File: config.mk
export PLATFORM = sky130hd
export DESIGN_NAME = tob_signal_engine
export DESIGN_NICKNAME = d
export VERILOG_FILES = /design/src/rtl/tob_signal_engine.sv
export SDC_FILE = /design/constraint.sdc
export NUM_CORES = 1
export LEC_CHECK = 0
export CAP_MARGIN = 40
export CORE_MARGIN = 5
export CORE_UTILIZATION = 50
export DETAILED_ROUTE_END_ITERATION = 10
export DONT_BUFFER_PORTS = 1
export HOLD_SLACK_MARGIN = 0.05
export SLEW_MARGIN = 30
export SYNTH_ARGS = -nofsm -noshare
export SYNTH_HDL_FRONTEND = slang
export SYNTH_SLANG_ARGS = --single-unit
File: constraint.sdc
create_clock -name clk -period 5.65 [get_ports clk]
set_clock_uncertainty 0.2 [all_clocks]
set_input_delay 0.8475 -clock clk [delete_from_list [all_inputs] [get_ports clk]]
set_output_delay 0.8475 -clock clk [all_outputs]
set_load 0.01 [all_outputs]
File: src/rtl/tob_signal_engine.sv
// tob_signal_engine: top-of-book signal engine.
// It captures a top-of-book snapshot when tob_valid is high. It then checks
// the snapshot for an empty, crossed or wide book. If the book is good it
// emits one order, holds it until the downstream accepts it, and then waits
// a fixed number of cooldown cycles before it looks at the book again.
// Ports:
//   clk, rstn              clock, async active-low reset
//   best_bid_price/_qty    top-of-book bid (price 0 = empty)
//   best_ask_price/_qty    top-of-book ask (price FFFFFFFF = empty)
//   tob_valid              book inputs meaningful this cycle
//   order_ready            downstream accepts the order this cycle
//   order_valid/_side/_price/_qty  registered order payload (side 0=Buy, 1=Sell)
//   busy                   high whenever the FSM is not idle
//   order_count/reject_count/crossed_count  32-bit wrapping statistics
module tob_signal_engine #(
  parameter logic [31:0] SPREAD_THRESH = 32'd2,
  parameter logic [31:0] MAX_QTY       = 32'd100,
  parameter logic [15:0] COOLDOWN      = 16'd4
) (
  input  logic        clk,
  input  logic        rstn,
  input  logic [31:0] best_bid_price,
  input  logic [31:0] best_bid_qty,
  input  logic [31:0] best_ask_price,
  input  logic [31:0] best_ask_qty,
  input  logic        tob_valid,
  input  logic        order_ready,
  output logic        order_valid,
  output logic [7:0]  order_side,
  output logic [31:0] order_price,
  output logic [31:0] order_qty,
  output logic        busy,
  output logic [31:0] order_count,
  output logic [31:0] reject_count,
  output logic [31:0] crossed_count
);

  localparam int unsigned PW = 32;
  localparam int unsigned QW = 32;
  localparam int unsigned CW = 32;
  localparam int unsigned SW = 8;
  localparam int unsigned TW = 16;

  localparam logic [PW-1:0] ASK_EMPTY = 32'hFFFF_FFFF;

  typedef enum logic [1:0] {
    ST_IDLE,
    ST_EVAL,
    ST_SEND,
    ST_COOL
  } state_t;

  state_t        r_state, w_state_nxt;
  logic [PW-1:0] r_snap_bid, w_snap_bid_nxt;
  logic [QW-1:0] r_snap_bid_qty, w_snap_bid_qty_nxt;
  logic [PW-1:0] r_snap_ask, w_snap_ask_nxt;
  logic [QW-1:0] r_snap_ask_qty, w_snap_ask_qty_nxt;
  logic          r_valid, w_valid_nxt;
  logic [SW-1:0] r_side, w_side_nxt;
  logic [PW-1:0] r_price, w_price_nxt;
  logic [QW-1:0] r_qty, w_qty_nxt;
  logic          r_busy, w_busy_nxt;
  logic [CW-1:0] r_order_count, w_order_count_nxt;
  logic [CW-1:0] r_reject_count, w_reject_count_nxt;
  logic [CW-1:0] r_crossed_count, w_crossed_count_nxt;
  logic [TW-1:0] r_cool_cnt, w_cool_cnt_nxt;

  // Evaluation terms derived from the snapshot
  logic          w_empty;
  logic          w_crossed;
  logic [PW-1:0] w_spread;
  logic          w_wide;
  logic          w_buy;
  logic [QW-1:0] w_raw_qty;
  logic [QW-1:0] w_cap_qty;

  assign w_empty   = (r_snap_bid == '0) || (r_snap_ask == ASK_EMPTY);
  assign w_crossed = (r_snap_bid >= r_snap_ask);
  // The spread is only meaningful when the book is not crossed. w_wide is masked accordingly.
  assign w_spread  = r_snap_ask - r_snap_bid;
  assign w_wide    = !w_crossed && (w_spread > SPREAD_THRESH);
  // Trade against the thinner side: buy at the ask if the bid is at least as deep
  assign w_buy     = (r_snap_bid_qty >= r_snap_ask_qty);
  assign w_raw_qty = w_buy ? r_snap_ask_qty : r_snap_bid_qty;
  assign w_cap_qty = (w_raw_qty > MAX_QTY) ? MAX_QTY : w_raw_qty;

  // State and all registered outputs
  always_ff @(posedge clk or negedge rstn) begin
    if (!rstn) begin
      r_state         <= ST_IDLE;
      r_snap_bid      <= '0;
      r_snap_bid_qty  <= '0;
      r_snap_ask      <= '0;
      r_snap_ask_qty  <= '0;
      r_valid         <= 1'b0;
      r_side          <= '0;
      r_price         <= '0;
      r_qty           <= '0;
      r_busy          <= 1'b0;
      r_order_count   <= '0;
      r_reject_count  <= '0;
      r_crossed_count <= '0;
      r_cool_cnt      <= '0;
    end else begin
      r_state         <= w_state_nxt;
      r_snap_bid      <= w_snap_bid_nxt;
      r_snap_bid_qty  <= w_snap_bid_qty_nxt;
      r_snap_ask      <= w_snap_ask_nxt;
      r_snap_ask_qty  <= w_snap_ask_qty_nxt;
      r_valid         <= w_valid_nxt;
      r_side          <= w_side_nxt;
      r_price         <= w_price_nxt;
      r_qty           <= w_qty_nxt;
      r_busy          <= w_busy_nxt;
      r_order_count   <= w_order_count_nxt;
      r_reject_count  <= w_reject_count_nxt;
      r_crossed_count <= w_crossed_count_nxt;
      r_cool_cnt      <= w_cool_cnt_nxt;
    end
  end

  // Next-state and next-output logic
  always_comb begin
    w_state_nxt         = r_state;
    w_snap_bid_nxt      = r_snap_bid;
    w_snap_bid_qty_nxt  = r_snap_bid_qty;
    w_snap_ask_nxt      = r_snap_ask;
    w_snap_ask_qty_nxt  = r_snap_ask_qty;
    w_valid_nxt         = r_valid;
    w_side_nxt          = r_side;
    w_price_nxt         = r_price;
    w_qty_nxt           = r_qty;
    w_order_count_nxt   = r_order_count;
    w_reject_count_nxt  = r_reject_count;
    w_crossed_count_nxt = r_crossed_count;
    w_cool_cnt_nxt      = r_cool_cnt;

    unique case (r_state)
      ST_IDLE: begin
        if (tob_valid) begin
          w_snap_bid_nxt     = best_bid_price;
          w_snap_bid_qty_nxt = best_bid_qty;
          w_snap_ask_nxt     = best_ask_price;
          w_snap_ask_qty_nxt = best_ask_qty;
          w_state_nxt        = ST_EVAL;
        end
      end

      ST_EVAL: begin
        w_state_nxt = ST_IDLE;
        if (w_empty) begin
          w_reject_count_nxt = r_reject_count + CW'(1);
        end else if (w_crossed) begin
          w_crossed_count_nxt = r_crossed_count + CW'(1);
          w_reject_count_nxt  = r_reject_count + CW'(1);
        end else if (w_wide || (w_cap_qty == '0)) begin
          w_reject_count_nxt = r_reject_count + CW'(1);
        end else begin
          w_valid_nxt = 1'b1;
          w_side_nxt  = w_buy ? SW'(0) : SW'(1);
          w_price_nxt = w_buy ? r_snap_ask : r_snap_bid;
          w_qty_nxt   = w_cap_qty;
          w_state_nxt = ST_SEND;
        end
      end

      // The payload is held until the downstream accepts it
      ST_SEND: begin
        if (order_ready) begin
          w_valid_nxt       = 1'b0;
          w_order_count_nxt = r_order_count + CW'(1);
          if (COOLDOWN == '0) begin
            w_state_nxt = ST_IDLE;
          end else begin
            w_cool_cnt_nxt = COOLDOWN - TW'(1);
            w_state_nxt    = ST_COOL;
          end
        end
      end

      ST_COOL: begin
        if (r_cool_cnt == '0) begin
          w_state_nxt = ST_IDLE;
        end else begin
          w_cool_cnt_nxt = r_cool_cnt - TW'(1);
        end
      end

      default: w_state_nxt = ST_IDLE;
    endcase
  end

  // busy is registered alongside the state register
  assign w_busy_nxt = (w_state_nxt != ST_IDLE);

  assign order_valid   = r_valid;
  assign order_side    = r_side;
  assign order_price   = r_price;
  assign order_qty     = r_qty;
  assign busy          = r_busy;
  assign order_count   = r_order_count;
  assign reject_count  = r_reject_count;
  assign crossed_count = r_crossed_count;

endmodule

# Word level (Yosys, flattened, before mapping)
# Index checks and enable logic that the tools add are counted.
# totals
output_inout_bits,170
reg_bits,316
elab_cells,76
inputBits,132
# classes
eq_ne,9
bitwise_logic,3
add_sub_neg,5
muxes,22
n_reduce_logical,19
n_lt_le_gt_ge,4
# op_table
operator,n
two-way mux 32 bit,6
"adder 32 x 1 -> 32 bit, second input constant",3
>= comparator 32 bit,2
zero test 32 bit,2
"equality test 32 bit, second input constant",1
"> comparator 32 x 2 -> 1 bit, second input constant",1
"> comparator 32 x 7 -> 1 bit, second input constant",1
two-way mux 16 bit,2
one-hot mux 16 bit (2 select lines),1
subtractor 32 bit,1
zero test 16 bit,1
"subtractor 16 x 1 -> 16 bit, second input constant",1
two-way mux 2 bit,6
"!= test 2 bit, second input constant",5
one-hot mux 2 bit (4 select lines),1
AND reduction 2 bit,3
AND reduction 3 bit,2
nonzero test 2 bit,3
two-way mux 1 bit,5
AND reduction 5 bit,1
"equality test 2 bit, second input constant",2
AND reduction 4 bit,1
inverter 1 bit,3
nonzero test 3 bit,1
6 further kinds,7

# Depth between registers and ports, before layout
# Gate-level depths: netlist of the first run.
# depth
ltp_word,11
mapped_depth,17
ltp_nobuf,14

# Least setup slack after synthesis of the first run
# No wires, ideal clock.
# synth_timing
kind,reg2reg
startpoint,register r_snap_bid[14]
endpoint,"register r_price[20], in the netlist order_price[20]"
synth_period_minus_slack_ns,4.190
path_buffers,5
setup_slack_ns,1.460
path_stages_with_launch,18
arrival_time_ns,3.862
t_required_ns,5.323
setup_ns,0.127
cell_sequence,dfrtp_1 -> inv_1 -> ha_1 -> buf_2 -> and4_1 -> buf_2 -> a221o_1 -> o2111ai_1 -> nand2_1 -> or3_1 -> a2111oi_1 -> o2111ai_1 -> nor4b_4 -> and2_1 -> buf_4 -> buf_6 -> buf_8 -> mux2_1
# synth_between
elab_chain_len,6
word_cells_on_any_way,12
cone_classes,add/sub: 1; order compare: 2; bitwise: 3; reduce/logical: 6
# synth_rtl
element,line,source
"start, declared",54,"logic [PW-1:0] r_snap_bid, w_snap_bid_nxt;"
"start signal, assigned",106,r_snap_bid <= w_snap_bid_nxt;
subtractor 32 bit or >= comparator 32 bit (tied branches),"80, 78",
> comparator 32 x 2 -> 1 bit or zero test 1 bit (tied branches),81,assign w_wide = !w_crossed && (w_spread > SPREAD_THRESH);
logical AND 1 bit,81,
logical OR 1 bit,156,end else if (w_wide || (w_cap_qty == '0)) begin
inverter 1 bit (no source line),-,
AND reduction 4 bit (no source line) (*),-,
"end signal, assigned",112,r_price <= w_price_nxt;
"end, declared",60,"logic [PW-1:0] r_price, w_price_nxt;"
# Mark *: on every way between the ends. The rest lies on a longest branch, timed or not.
# A chain may end at the register's enable or synchronous reset.

# Worst setup path in the final report of the first run
# layout_timing
startpoint,register r_snap_bid_qty[0]
endpoint,"register r_price[7], in the netlist order_price[7]"
# layout_between
elab_chain_len,8
word_cells_on_any_way,9
cone_classes,order compare: 2; mux: 3; bitwise: 1; reduce/logical: 3
# layout_rtl
element,line,source
"start, declared",55,"logic [QW-1:0] r_snap_bid_qty, w_snap_bid_qty_nxt;"
"start signal, assigned",107,r_snap_bid_qty <= w_snap_bid_qty_nxt;
>= comparator 32 bit,83,assign w_buy = (r_snap_bid_qty >= r_snap_ask_qty);
two-way mux 32 bit,84,assign w_raw_qty = w_buy ? r_snap_ask_qty : r_snap_bid_qty;
> comparator 32 x 7 -> 1 bit,85,assign w_cap_qty = (w_raw_qty > MAX_QTY) ? MAX_QTY : w_raw_qty;
two-way mux 32 bit,85,
zero test 32 bit,156,
logical OR 1 bit,156,
inverter 1 bit (no source line),-,
AND reduction 4 bit (no source line),-,
# Several ways; a longest one is shown, not always the timed one.

==> results of run 1 <==
[layer usage]
metal | vias to the layer above | share of wire | global-route usage
li1 | 5422 | - | -
met1 | 5603 | 0.45 | 0.298
met2 | 350 | 0.45 | 0.341
met3 | 78 | 0.076 | 0.0656
met4 | 8 | 0.027 | 0.0656
met5 | - | 0.0012 | 0
[cell usage after synthesis (5+ instances only)]
master and instances:
inv_1 94, nand4_1 48, nor4b_1 7, buf_4 10
o21a_1 8, buf_2 6, nand2_1 144, and2_1 5
a211oi_1 16, a21oi_1 62, o21ai_0 94, nor2_1 81
a21o_1 16, clkbuf_1 44, nor3_1 27, nor4_1 42
or4_1 6, nand2b_1 16, and3_1 18, xnor2_1 59
or3_1 9, ha_1 68, nor3b_1 5, nor2b_1 31
a2111oi_0 6, nand3_1 38, or2_2 7, dfrtp_1 309
a31oi_1 6, xor2_1 55, and4_1 7, o2111ai_1 5
mux2_2 126, mux2_1 10
[cells by family after synthesis]
group                    after synthesis  synth area share
AND/OR/NAND/NOR                      500             0.161
flip-flops                           309             0.484
AO/OA/AOI/OAI                        254            0.0983
buffers and inverters                158            0.0411
multiplexers                         139            0.0978
XOR/XNOR                             114            0.0625
adder cells (fa/ha/maj)               69            0.0545
other                                  1          0.000235
[registers in the layout (all words and copies together) (netlist names)]
signal          count
r_snap_ask         32
reject_count       32
r_cool_cnt         16
order_count        32
order_side          1
r_state             2
order_qty          32
r_snap_bid         32
order_valid         1
crossed_count      32
order_price        32
r_snap_bid_qty     32
r_snap_ask_qty     32
busy                1
[power by group]
part / total [W] / leakage, nW / switching (W) / internal, W
Sequential: 0.00267 / 3.99 / 0.000253 / 0.00241
Clock: 0.00244 / 0.616 / 0.000928 / 0.00151
Combinational: 0.00144 / 3.35 / 0.000817 / 0.000624
Total: 0.00654 / 7.96 / 0.00200 / 0.00455
[worst min-delay path by stage]
| stage | from | to | cells after the start |
|---|---|---|---|
| 2_1_floorplan | r_cool_cnt[0]$_DFFE_PN0P_ | r_cool_cnt[0]$_DFFE_PN0P_ | 1 |
| 3_3_place_gp | r_cool_cnt[0]$_DFFE_PN0P_ | r_cool_cnt[0]$_DFFE_PN0P_ | 1 |
| 3_5_place_dp | r_cool_cnt[0]$_DFFE_PN0P_ | r_cool_cnt[0]$_DFFE_PN0P_ | 1 |
| 4_1_cts | rstn | order_count[30]$_DFFE_PN0P_ | 0 |
| 5_1_grt | rstn | order_count[30]$_DFFE_PN0P_ | 0 |
| 6_report | rstn | order_count[30]$_DFFE_PN0P_ | 0 |
[through the flow]
| step | worst slack, ns | area (µm²) | cells |
|---|---|---|---|
| floorplan | 1.46 | 16000 | 1550 |
| finish | 0.838 | 17500 | 1957 |
| global placement | 0.780 | 16200 | 1891 |
| CTS | 0.766 | 17500 | 1952 |
| detailed placement | 0.770 | 16300 | 1892 |
| global route | 0.500 | 17500 | 1955 |
[cell type report]
| type | instances | area, µm² | share of cell area |
|---|---|---|---|
| flip-flops and latches | 309 | 7730 | 0.441 |
| multi-input cells | 1083 | 7620 | 0.435 |
| inverters | 94 | 353 | 0.0201 |
| diodes | 4 | 10.0 | 0.000571 |
| clock inverters | 13 | 224 | 0.0128 |
| well taps | 402 | 503 | 0.0287 |
| clock buffers | 47 | 1020 | 0.0583 |
| repair buffers | 5 | 66.3 | 0.00378 |
[critical path, cell delays in order (launching register included)]
cell	delay, ns
dfrtp_1	0.40
inv_1	0.08
ha_1	0.28
nand2b_1	0.14
a2111oi_0	0.58
o41ai_1	0.11
or4_1	0.56
a31o_2	0.28
a211oi_1	0.33
nand4_1	0.23
nor4b_4	0.33
and2_4	0.50
buf_12	0.29
mux2_2	0.36
==> flow_metrics.tcl, run 1 <==
set metrics [dict create \
    r2r_slack_ns 0.84 \
    worstRegToRegCells 13 \
    synth_area_um2 16000 \
    drive_above_1_share 0.133 \
    synth_area_leaders "dfrtp_1 (48%), mux2_2 (8.9%), ha_1 (5.3%)" \
    final_util 0.556 \
    synth_top_cell_by_area "dfrtp_1" \
    vdd_drop_max_v 0.000243 \
    ys_warn_count 0 \
    vias 11500 \
    clock_tree.root_cell "clkbuf_16" \
    fillers 2752 \
    routedWlPerCell_um 20.4 \
    end_kind "flop" \
    layout_commonest_cell "dfrtp_1" \
    ys_ff_latch 309 \
    antenna_left 0 \
    firstDrtPassIters 5 \
    cts_setup_buffers 0 \
    timing.rr.start "r_snap_bid_qty[0]$_DFFE_PN0P_" \
    setup_tns_ns 0 \
    die_area_um2 35600 \
    critPathLaunchType "flop" \
    yosys.area.top_type_share 0.484 \
    ys_types 73 \
    critPathMaxFanout 40 \
    rows 65 \
    coreArea_um2 31600 \
    grt_max_degree 310 \
    finalHoldViolCount 309 \
    crit-reg2reg-capture "order_price[7]$_DFFE_PN0P_" \
    clk_pin_slew_ns 0.06 \
    numCtsBuffers 36 \
    cp-endpoint "order_price[7]$_DFFE_PN0P_" \
    clock-sinks 309 \
    cts_tree "done" \
    gp_congestion 0.886 \
    grt-ovfl-total 0 \
    cts_resized 0 \
    io_pins 302 \
    cp.required_ns 5.85 \
    power.density_nw_per_um2 373 \
    io_buffers 0 \
    syn-mean-instance-area_um2 10.3 \
    vias_per_cell 5.86 \
    async_flop_share 1.00 \
    grt_pass1_wl_mm 64.0 \
    holdWs_ns -0.188 \
    cellLeakagePower_nw 7.96 \
    clockBufferDepth 3 \
    synth_edf_count 0 \
    yosysSeqAreaShare 0.484 \
    die_w_um 189 \
    fmax_ghz 0.208 \
    hpwl_mm 28.6 \
    rsz0062_at_grt "false" \
    final.period_utilization 0.852 \
    finalNetCount 1730 \
    insertion_delay_ns 0.53 \
    antenna_found_initial 6 \
    start_util 0.506 \
    drv_cap 0 \
    synth_ff_type "dfrtp_1" \
    mostFrequentLayoutCells "dfrtp_1 (309), nand2_1 (144), mux2_2 (126), inv_1 (94), o21ai_0 (94)" \
    outcome "finished, violations left" \
    finalSetupViolCount 0 \
    critical_path_arrival_ns 5.01 \
    cp-startpoint "r_snap_bid_qty[0]$_DFFE_PN0P_" \
    violations "negative hold slack" \
    slew_headroom 0.399 \
    htreeDepth 2 \
    syn_inst 1544 \
    critical_path_class "flop to flop" \
    final_max_slew_viol_count 0 \
    grt_pass1_vias 11600 \
    die_h_um 189 \
    hold_class "input pin to asynchronous set/reset pin" \
    syn_to_final_growth_pct 9.80 \
    drt_iter0_drc 776 \
    tightest_slew_ns 0.901 \
    drt_wl_total_mm 39.9 \
    grt_use_total 0.219 \
    min_period_ns 4.81 \
    drc 0 \
    finalPower_w 0.00654 \
]
Note: power is estimated with default switching activity, not from simulation.
==> inputs of run 2 (changes only) <==
--- a/config.mk
+++ b/config.mk
@@ -9,8 +9,8 @@
 export CORE_MARGIN = 5
 export CORE_UTILIZATION = 50
 export DETAILED_ROUTE_END_ITERATION = 10
-export DONT_BUFFER_PORTS = 1
 export HOLD_SLACK_MARGIN = 0.05
+export PLACE_DENSITY = 0.77
 export SLEW_MARGIN = 30
 export SYNTH_ARGS = -nofsm -noshare
 export SYNTH_HDL_FRONTEND = slang
==> flow_metrics.tcl, run 2 (synthesis gave the netlist of run 1 again) <==
set metrics [dict create \
    outcome "complete, no violations" \
    finalInstanceArea_um2 20400 \
    die_h_um 189 \
    drive_above_1_share 0.111 \
    die_area_um2 35600 \
    drt_iter0_drc 801 \
    vias 12600 \
    pwr-share-seq 0.406 \
    tightest_slew_ns 0.926 \
    die_w_um 189 \
    place_ws_ns 0.880 \
    layout_commonest_cell "dfrtp_1" \
    net-switching-power_w 0.00205 \
    fmax_ghz 0.210 \
    firstDrtPassIters 6 \
    cts_tree "done" \
    finalHoldViolCount 0 \
    max_stage_delay_ns 0.67 \
    worstRegToRegCells 12 \
    grt_pass1_wl_mm 67.8 \
    critical_path_arrival_ns 4.96 \
    critPathLaunchType "flop" \
    htreeDepth 2 \
    critical_path_class "flop to flop" \
    routedWlPerCell_um 18.6 \
    coreArea_um2 31600 \
    syn_to_final_growth_pct 27.6 \
    power.density_nw_per_um2 319 \
    r2r_slack_ns 0.88 \
    rows 65 \
    critPathSlowestCell "and2_4" \
    drv_cap 0 \
    final_max_slew_viol_count 0 \
    clock_tree.root_cell "clkbuf_16" \
    slew_headroom 0.383 \
    grt_max_degree 195 \
    cts_resized 0 \
    mostFrequentLayoutCells "dfrtp_1 (309), clkdlybuf4s50_1 (293), nand2_1 (144), mux2_2 (126)" \
    stdcell_count 2255 \
    rsz0062_at_grt "false" \
    start_util 0.506 \
    clockPowerShare 0.332 \
    clock-sinks 309 \
    antenna_found_initial 2 \
    finalNetCount 2027 \
    grt_use_total 0.231 \
    io_buffers 294 \
    cts_hold_buf 0 \
    critPathMaxFanout 50 \
    setup_tns_ns 0 \
    path_buf_inv 1 \
    final.period_utilization 0.843 \
    hpwl_mm 30.8 \
    drc 0 \
    placed_cell_area_um2 19200 \
    crit-reg2reg-capture "order_price[1]$_DFFE_PN0P_" \
    crit_chain "inv_1 -> ha_1 -> a21oi_1 -> nand2b_1 -> o21ai_1 -> a21oi_1 -> or3_1 -> a2111oi_1 -> o2111ai_1 -> nor4b_4 -> and2_4 -> mux2_2" \
    min_period_ns 4.77 \
    vias_per_cell 5.60 \
    clockBufferDepth 3 \
    finalSetupViolCount 0 \
    critPathTopFamily "compound AO/OA/AOI/OAI gates" \
    vdd_drop_max_v 0.000241 \
    grt-ovfl-total 0 \
    p_int_w 0.00445 \
    io_pins 302 \
    finalPower_w 0.00650 \
    cts_setup_buffers 0 \
    gp_congestion 0.931 \
    cp.required_ns 5.85 \
    swShare 0.315 \
    hold_class "input pin to asynchronous set/reset pin" \
    insertion_delay_ns 0.51 \
    pwr-share-comb 0.261 \
    worst_path_most_repeated_cell "a21oi_1" \
    drt_wl_total_mm 42.0 \
    grt_pass1_vias 12900 \
    antenna_left 0 \
    clk_pin_slew_ns 0.06 \
    cellLeakagePower_nw 8.98 \
    fillers 2440 \
    end_kind "flop" \
    timing.rr.start "r_snap_bid[6]$_DFFE_PN0P_" \
    numCtsBuffers 34 \
    dp.cells 2190 \
    worst_slack_ns 0.885 \
]
run 2: changes by cell type in the layout (fill, tap and decap cells not counted), sizes merged:
cell,before,now
buf,5,10
bufinv,5,1
clkbuf,47,51
clkdlybuf4s15,0,1
clkdlybuf4s50,0,293
clkinv,6,9
clkinvlp,0,1
diode,4,1
inv,96,94
run 2: layer usage:
layer  vias to the layer above  share of wire  GRT usage
met2                       391           0.47      0.372
met1                      6135           0.45      0.325
met5                         -        0.00031          0
met3                        70          0.062     0.0439
met4                         2          0.021     0.0561
li1                       6033              -          -
run 2: per-stage QoR:
stage,util,hold WS (ns)
after floorplan,-,0.269
after global placement,0.610,0.257
after global routing,0.646,0.206
after CTS,0.644,0.171
final,0.646,0.145
after detailed placement,0.610,0.263
run 2: worst max path at each step:
| stage | startpoint | end | depth (start not counted) |
|---|---|---|---|
| 2_1_floorplan | r_snap_bid[14]$_DFFE_PN0P_ | order_price[20]$_DFFE_PN0P_ | 17 |
| 3_3_place_gp | r_snap_bid[16]$_DFFE_PN0P_ | order_qty[12]$_DFFE_PN0P_ | 13 |
| 3_5_place_dp | r_snap_bid[16]$_DFFE_PN0P_ | order_qty[31]$_DFFE_PN0P_ | 13 |
| 4_1_cts | r_snap_bid[16]$_DFFE_PN0P_ | order_qty[23]$_DFFE_PN0P_ | 13 |
| 5_1_grt | r_snap_bid[6]$_DFFE_PN0P_ | order_qty[23]$_DFFE_PN0P_ | 13 |
| 6_report | r_snap_bid[6]$_DFFE_PN0P_ | order_price[1]$_DFFE_PN0P_ | 12 |
run 2: final cells by class:
type	instances	area (µm²)	area share
diodes	1	2.50	0.000123
well taps	402	503	0.0247
clock buffers	51	986	0.0484
repair buffers	304	3070	0.151
inverters	94	353	0.0173
clock inverters	11	105	0.00516
flip-flops and latches	309	7730	0.380
multi-input cells	1083	7620	0.374
run 2: power groups by stage:
stage	logic [W]	registers [W]	clock network, W
after CTS	0.00169	0.00264	0.00221
after floorplan	0.00113	0.00262	0
after global placement	0.00166	0.00266	0
after detailed placement	0.00168	0.00268	0
final	0.00170	0.00264	0.00216
after global routing	0.00189	0.00267	0.00230
==> inputs of run 3 (changes only) <==
==> constraint.sdc (replaced) <==
create_clock -name clk -period 4.5 [get_ports clk]
set_clock_uncertainty 0.2 [all_clocks]
set_input_delay 0.675 -clock clk [delete_from_list [all_inputs] [get_ports clk]]
set_output_delay 0.675 -clock clk [all_outputs]
set_load 0.01 [all_outputs]
==> flow_metrics.tcl, run 3 (synthesis gave the netlist of run 1 again) <==
set metrics [dict create \
    outcome "complete, no violations" \
    min_period_ns 4.32 \
    critPathSlowestCell "a2111oi_2" \
    grt_max_degree 109 \
    finalNetCount 2064 \
    io_pins 302 \
    die_area_um2 35600 \
    grt_pass1_vias 13300 \
    mostFrequentLayoutCells "dfrtp_1 (309), clkdlybuf4s50_1 (293), nand2_1 (144), mux2_2 (126), inv_1 (94)" \
    finalSetupViolCount 0 \
    cp.required_ns 4.69 \
    cellLeakagePower_nw 9.23 \
    vdd_drop_max_v 0.000253 \
    critical_path_class "flop to flop" \
    max_stage_delay_ns 0.43 \
    drc 0 \
    cts_tree "done" \
    crit_chain "inv_1 -> ha_1 -> and4_1 -> a221o_1 -> o2111ai_1 -> nand2_1 -> or3_1 -> a2111oi_2 -> o2111ai_2 -> nor4b_4 -> and2_4 -> buf_12 -> mux2_2" \
    fillers 2437 \
    rows 65 \
    drt_iter0_drc 717 \
    finalInstanceArea_um2 20900 \
    setup_tns_ns 0 \
    die_h_um 189 \
    vias 12900 \
    clk_pin_slew_ns 0.06 \
    holdWs_ns 0.0233 \
    insertion_delay_ns 0.51 \
    htreeDepth 2 \
    io_buffers 294 \
    coreArea_um2 31600 \
    start_util 0.506 \
    final_max_slew_viol_count 0 \
    critPathTopFamily "simple AND/OR/NAND/NOR gates" \
    tightest_slew_ns 0.828 \
    drv_cap 0 \
    drt_wl_total_mm 43.1 \
    critPathMaxFanout 19 \
    fmax_ghz 0.232 \
    critical_path_arrival_ns 4.51 \
    final_util 0.662 \
    hpwl_mm 32.2 \
    r2r_slack_ns 0.18 \
    routedWlPerCell_um 18.8 \
    grt-ovfl-total 0 \
    final.period_utilization 0.960 \
    numCtsBuffers 36 \
    finalHoldViolCount 0 \
    layout_commonest_cell "dfrtp_1" \
    end_kind "flop" \
    clock-sinks 309 \
    critPathLaunchType "flop" \
    antenna_found_initial 4 \
    antenna_left 0 \
    firstDrtPassIters 5 \
    rsz0062_at_grt "false" \
    clockBufferDepth 3 \
    power.density_nw_per_um2 411 \
    vias_per_cell 5.63 \
    clock_tree.root_cell "clkbuf_16" \
    grt_use_total 0.237 \
    path_buf_inv 2 \
    slew_headroom 0.443 \
    drive_above_1_share 0.138 \
    hold_class "input pin to asynchronous set/reset pin" \
    die_w_um 189 \
    grt_pass1_wl_mm 70.2 \
    syn_to_final_growth_pct 30.7 \
    placed_cell_area_um2 19600 \
    cts_hold_buf 0 \
    gp_congestion 0.946 \
]
[run 3: changes by cell type in the layout (fill, tap and decap cells not counted), moves of 3 or more]
cell / change
o21ai_2: +3
clkbuf_1: -5
bufinv_16: +3
buf_12: +4
a211oi_2: +3
a2111oi_0: -3
a211oi_1: -3
o21ai_0: -3
buf_4: +32
[run 3: final timing paths]
path	start	endpoint	cells past startpoint
max	r_snap_bid[15]$_DFFE_PN0P_	order_side[0]$_DFFE_PN0P_	13
min	rstn	crossed_count[22]$_DFFE_PN0P_	1
max reg2reg	r_snap_bid[15]$_DFFE_PN0P_	order_side[0]$_DFFE_PN0P_	13
min reg2reg	crossed_count[31]$_DFFE_PN0P_	crossed_count[31]$_DFFE_PN0P_	1
max in group asynchronous	rstn	order_qty[15]$_DFFE_PN0P_	2
min in group clk	crossed_count[31]$_DFFE_PN0P_	crossed_count[31]$_DFFE_PN0P_	1
[run 3: repair_timing]
item	in CTS	in global routing
resized for setup	1	20
setup buffers	0	3
setup endpoints to repair	3	98
pin swaps	0	4
[run 3: layout make-up]
class	instances	area, µm²	share of cell area
flip-flops and latches	309	7730	0.370
multi-input cells	1083	7690	0.368
repair buffers	339	3380	0.162
clock buffers	48	1010	0.0482
well taps	402	503	0.0241
inverters	94	353	0.0169
clock inverters	16	211	0.0101
diodes	1	2.50	0.000120
[run 3: report_power, final]
group / switching (W) / leakage (nW) / internal, W
logic: 0.00123 / 4.64 / 0.00106
clock network: 0.00116 / 0.594 / 0.00181
registers: 0.000278 / 3.99 / 0.00303
total: 0.00267 / 9.23 / 0.00590
[run 3: stage by stage]
stage               worst slack, ns  instances  total power [W]
finish                        0.182       2292          0.00857
detailed placement           0.0272       2224          0.00556
global placement              0.141       2224          0.00552
floorplan                     0.310       1550          0.00471
CTS                          0.0237       2288          0.00859
global route               0.000695       2292          0.00902
[run 3: per-layer routing]
metal  vias to the layer above  GRT usage  wire (µm)
li1                       6097          -          -
met1                      6342      0.327      19300
met2                       387      0.397      20400
met3                        67     0.0437       2470
met4                         6     0.0496        797
met5                         -          0         41
